--- src/rtl/alu_sequencer.sv ---
// alu_sequencer
// Issues one register-to-register instruction at a time to an external ALU
// and writes the result back into a small register file.
//
// Each instruction takes three cycles: IDLE (handshake), ISSUE (operands
// driven to the ALU) and WRITE (result pulse and conditional writeback).
// The next instruction can be accepted in the IDLE cycle that follows.
//
// Ports
//   clk, rst                      clock, synchronous active-high reset
//   instr_valid / instr_ready     instruction handshake
//   instr_op/rd/rs1/rs2/cond      opcode, destination, sources, write condition
//   load_en/load_addr/load_data   direct register preload (IDLE only)
//   rd_addr / rd_data             combinational debug read of the register file
//   A, B, ALU_CONT, en            registered ALU operands, opcode and enable
//   ALU_OUT, Zero..LTS            ALU result and status flags
//   res_valid                     one-cycle completion pulse
//   res_data, res_flags           result and flags captured at the end of ISSUE
//   res_skipped                   write condition was false, no writeback
module alu_sequencer #(
  parameter int DATA_W = 4
) (
  input  logic              clk,
  input  logic              rst,
  input  logic              instr_valid,
  output logic              instr_ready,
  input  logic [3:0]        instr_op,
  input  logic [1:0]        instr_rd,
  input  logic [1:0]        instr_rs1,
  input  logic [1:0]        instr_rs2,
  input  logic [1:0]        instr_cond,
  input  logic              load_en,
  input  logic [1:0]        load_addr,
  input  logic [DATA_W-1:0] load_data,
  input  logic [1:0]        rd_addr,
  output logic [DATA_W-1:0] rd_data,
  output logic [DATA_W-1:0] A,
  output logic [DATA_W-1:0] B,
  output logic [3:0]        ALU_CONT,
  output logic              en,
  input  logic [DATA_W-1:0] ALU_OUT,
  input  logic              Zero,
  input  logic              Pos,
  input  logic              Neg,
  input  logic              GT,
  input  logic              LT,
  input  logic              EQ,
  input  logic              GTS,
  input  logic              LTS,
  output logic              res_valid,
  output logic [DATA_W-1:0] res_data,
  output logic [7:0]        res_flags,
  output logic              res_skipped
);

  typedef enum logic [1:0] {
    IDLE  = 2'd0,
    ISSUE = 2'd1,
    WRITE = 2'd2
  } state_t;

  state_t            state;
  logic [DATA_W-1:0] regs [4];
  logic              fz;
  logic              fn;
  logic [1:0]        rd_p0;
  logic [1:0]        cond_p0;

  // Write condition against the flags of the last executed instruction.
  function automatic logic cond_true(input logic [1:0] cond,
                                     input logic z, input logic n);
    case (cond)
      2'b00:   cond_true = 1'b1;
      2'b01:   cond_true = z;
      2'b10:   cond_true = ~z;
      default: cond_true = n;
    endcase
  endfunction

  // A preload in IDLE takes priority over a pending instruction.
  assign instr_ready = (state == IDLE) && !load_en && !rst;

  // Reads the stored value, so a write in progress is not visible until
  // the cycle after WRITE.
  assign rd_data = regs[rd_addr];

  always_ff @(posedge clk) begin
    if (rst) begin
      state       <= IDLE;
      for (int i = 0; i < 4; i++) regs[i] <= '0;
      fz          <= 1'b0;
      fn          <= 1'b0;
      rd_p0       <= '0;
      cond_p0     <= '0;
      en          <= 1'b0;
      A           <= '0;
      B           <= '0;
      ALU_CONT    <= '0;
      res_valid   <= 1'b0;
      res_data    <= '0;
      res_flags   <= '0;
      res_skipped <= 1'b0;
    end else begin
      case (state)
        // IDLE -> ISSUE: latch the instruction and drive the ALU
        IDLE: begin
          res_valid <= 1'b0;
          if (load_en) begin
            regs[load_addr] <= load_data;
          end else if (instr_valid) begin
            rd_p0    <= instr_rd;
            cond_p0  <= instr_cond;
            A        <= regs[instr_rs1];
            B        <= regs[instr_rs2];
            ALU_CONT <= instr_op;
            en       <= 1'b1;
            state    <= ISSUE;
          end
        end
        // ISSUE -> WRITE: capture the ALU result and decide writeback
        ISSUE: begin
          en          <= 1'b0;
          A           <= '0;
          B           <= '0;
          ALU_CONT    <= '0;
          res_data    <= ALU_OUT;
          res_flags   <= {Zero, Pos, Neg, GT, LT, EQ, GTS, LTS};
          res_skipped <= !cond_true(cond_p0, fz, fn);
          res_valid   <= 1'b1;
          state       <= WRITE;
        end
        // WRITE -> IDLE: commit result and flags unless skipped
        WRITE: begin
          res_valid <= 1'b0;
          if (!res_skipped) begin
            regs[rd_p0] <= res_data;
            fz          <= res_flags[7];
            fn          <= res_flags[5];
          end
          state <= IDLE;
        end
        default: state <= IDLE;
      endcase
    end
  end

endmodule
--- config.mk ---
export PLATFORM = sky130hd
export DESIGN_NAME = alu_sequencer
export DESIGN_NICKNAME = d
export VERILOG_FILES = /design/src/rtl/alu_sequencer.sv
export SDC_FILE = /design/constraint.sdc
export NUM_CORES = 1
export LEC_CHECK = 0
export CAP_MARGIN = 20
export CORE_UTILIZATION = 45
export CTS_CLUSTER_DIAMETER = 100
export DETAILED_ROUTE_END_ITERATION = 16
export DONT_BUFFER_PORTS = 1
export PLACE_DENSITY = 0.7
export SETUP_SLACK_MARGIN = 0.15
export SKIP_CTS_REPAIR_TIMING = 1
export SYNTH_ARGS = -nofsm -noshare
export SYNTH_HDL_FRONTEND = slang
export SYNTH_SLANG_ARGS = --single-unit
--- constraint.sdc ---
create_clock -name clk -period 2.3 [get_ports clk]
set_input_delay 0.345 -clock clk [delete_from_list [all_inputs] [get_ports clk]]
set_output_delay 0.345 -clock clk [all_outputs]
set_load 0.03 [all_outputs]
==> flow_metrics.tcl <==
set metrics [dict create \
    status "finished, final reports clean" \
    syn_area_per_cell_um2 11.24 \
    syn_area_um2 2326 \
    power_density_nw_per_um2 680.2 \
    clockRootBuffer "clkbuf_8" \
    period_needed_ns 2.030 \
    yosysUniqueCellTypes 39 \
    rows 25 \
    synthArstFlopShare_pct 0 \
    drive_gt1_share_pct 15.31 \
    die_w_um 73.90 \
    grt_max_degree 32 \
    worst-slew-pin-transition_ns 0.8209 \
    crit_arrival_ns 1.97 \
    cp-end-kind "register" \
    clock_latency_ns 0.30 \
    grt_pass1_wl_um 7169 \
    synth-edff-count 16 \
    dr.pass1.iters 4 \
    crit_start "state[1]" \
    grt_pass1_vias 1487 \
    r2r_setup_slack_ns 0.27 \
    ys_seq_area_share_pct 50.78 \
    reg2regPathDepth 4 \
    setup_viol 0 \
    syn-instance-count 207 \
    routed_wl_um 4611 \
    fin_skew_ns 0.007284 \
    wl_met2_um 2065 \
    met1_length_um 2067 \
    slew_viol_final 0 \
    portBuffers 0 \
    hold_class "primary input to register" \
    die-area_um2 5460 \
    maxCapViolCount 0 \
    max_freq_mhz 492.6 \
    crit_required_ns 2.24 \
    slew-limit-headroom_pct 45.07 \
    diodes 0 \
    timing.rr.start "state[1]" \
    dr_total_vias 1568 \
    viasPerCell 5.681 \
    drtIter0Drc 84 \
    ant_nets 0 \
    crit_type "register to register" \
    syn_nets 243 \
    nNetsFinal 244 \
    rsz0062_at_grt "false" \
    hold_violations 0 \
    endpoint "regs[3][3]" \
    post-route-period-util_pct 88.26 \
    path_clk_slew_ns 0.09 \
    total_power_mw 1.676 \
    drc_errors 0 \
    antenna_found_initial 0 \
    core-area_um2 4848 \
    fp.dieH_um 73.90 \
    clkSinkCount 51 \
    avgRoutedWirePerCell_um 16.71 \
    grt_use_total_pct 17.70 \
    ys_ff_latch 51 \
    synth_flop_cell "dfxtp_1" \
    start_util_pct 47.97 \
    power.leakage_nw 0.8697 \
    hpwl_um 3457 \
    tns_ns 0 \
    route.met3.wl_um 462 \
    grt-ovfl-total 0 \
    place_congestion 0.8719 \
    cts_made_buffers 5 \
    r2r_end "regs[3][3]" \
    ios 68 \
    peakVddDrop_v 0.0004453 \
    cp-start-kind "register" \
    top_layer_used "met4" \
    htree_levels 2 \
    crit_fanout 12 \
    yosys_warnings 0 \
    clk_path_buf_depth 2 \
    area_growth_pct 5.917 \
    cts_tree "yes" \
]
-- worst min-delay path by stage --
stage | from | to | slack, ns | depth (start not counted)
CTS | rst | fz | 0.09 | 1
global placement | rst | fn | 0.42 | 1
floorplan | fn | fn | 0.45 | 2
finish | rst | res_skipped | 0.11 | 1
detailed placement | rst | fz | 0.42 | 1
global route | rst | res_skipped | 0.09 | 1
-- power by group --
group	internal, mW	total, mW	switching, mW	leakage, nW
registers	0.969	1.04	0.0706	0.451
clock network	0.208	0.479	0.271	0.0403
logic	0.0767	0.157	0.0803	0.378
-- cell usage in the layout (no fill, tap or decap), drive strengths merged, types with 6 or more instances in the layout --
cell | synthesis | layout
nand2 | 27 | 27
clkbuf | 6 | 6
edfxtp | 16 | 16
nand2b | 6 | 6
a21oi | 22 | 22
inv | 8 | 8
mux4 | 12 | 12
nor2 | 23 | 23
a22o | 13 | 13
dfxtp | 35 | 35
-- routing by layer --
| metal | GRT usage, % | up-vias |
|---|---|---|
| li1 | - | 753 |
| met1 | 22.09 | 748 |
| met2 | 27.42 | 65 |
| met3 | 7.819 | 2 |
| met4 | 5.769 | 0 |
| met5 | 0 | - |
-- critical path: stages (launching register included) --
cell	delay, ns
dfxtp_1	0.53
or2b_1	0.32
a21oi_1	0.31
nor2_1	0.07
nor3_1	0.46
-- Yosys cell counts (all sizes together) (3+ instances only) --
| cell | count | share of area, % |
|---|---|---|
| edfxtp | 16 | 21 |
| a31oi | 3 | 0.81 |
| inv | 8 | 1.3 |
| mux2i | 4 | 1.7 |
| buf | 4 | 1.5 |
| nor4b | 3 | 2.0 |
| nand2 | 27 | 4.4 |
| nor2 | 23 | 4.1 |
| a21oi | 22 | 4.7 |
| a22o | 13 | 4.9 |
| o21ai | 4 | 1.0 |
| clkbuf | 6 | 0.97 |
| nand2b | 6 | 1.9 |
| and2 | 4 | 1.1 |
| dfxtp | 35 | 30 |
| mux4 | 12 | 12 |
-- state kept, by name, indices dropped and copies added (netlist names) --
register     cells
A                4
ALU_CONT         4
B                4
cond_p0          2
en               1
fn               1
fz               1
rd_p0            2
regs            16
res_data         4
res_flags        8
res_skipped      1
res_valid        1
state            2
-- area by class of cell --
type	count	area, um^2
timing repair buffer	4	30.03
multi-input combinational	138	1059
tap	67	83.83
fill	443	2385
inverter	8	30.03
clock inverter	2	7.507
sequential	51	1181
clock buffer	6	72.57
-- kinds of logic (layout without fill, tap and decap cells) --
| family | Yosys count | after routing | synth area share [%] |
|---|---|---|---|
| compound gates | 52 | 52 | 16.08 |
| simple gates | 70 | 70 | 16.08 |
| buf+inv | 18 | 20 | 3.712 |
| flops | 51 | 51 | 50.78 |
| mux | 16 | 16 | 13.34 |
-- through the flow --
| stage | instances | hold WS, ns | utilization, % | area (um^2) | worst slack [ns] |
|---|---|---|---|---|---|
| global placement | 268 | 0.4191 | 49.16 | 2384 | 0.3564 |
| floorplan | 207 | 0.4541 | - | 2326 | 0.1872 |
| finish | 276 | 0.1106 | 50.81 | 2464 | 0.2701 |
| CTS | 276 | 0.09434 | 50.81 | 2464 | 0.2593 |
| global route | 276 | 0.09172 | 50.81 | 2464 | 0.1594 |
| detailed placement | 268 | 0.4197 | 49.16 | 2384 | 0.2745 |
Note: power is estimated with default switching activity, not from simulation.
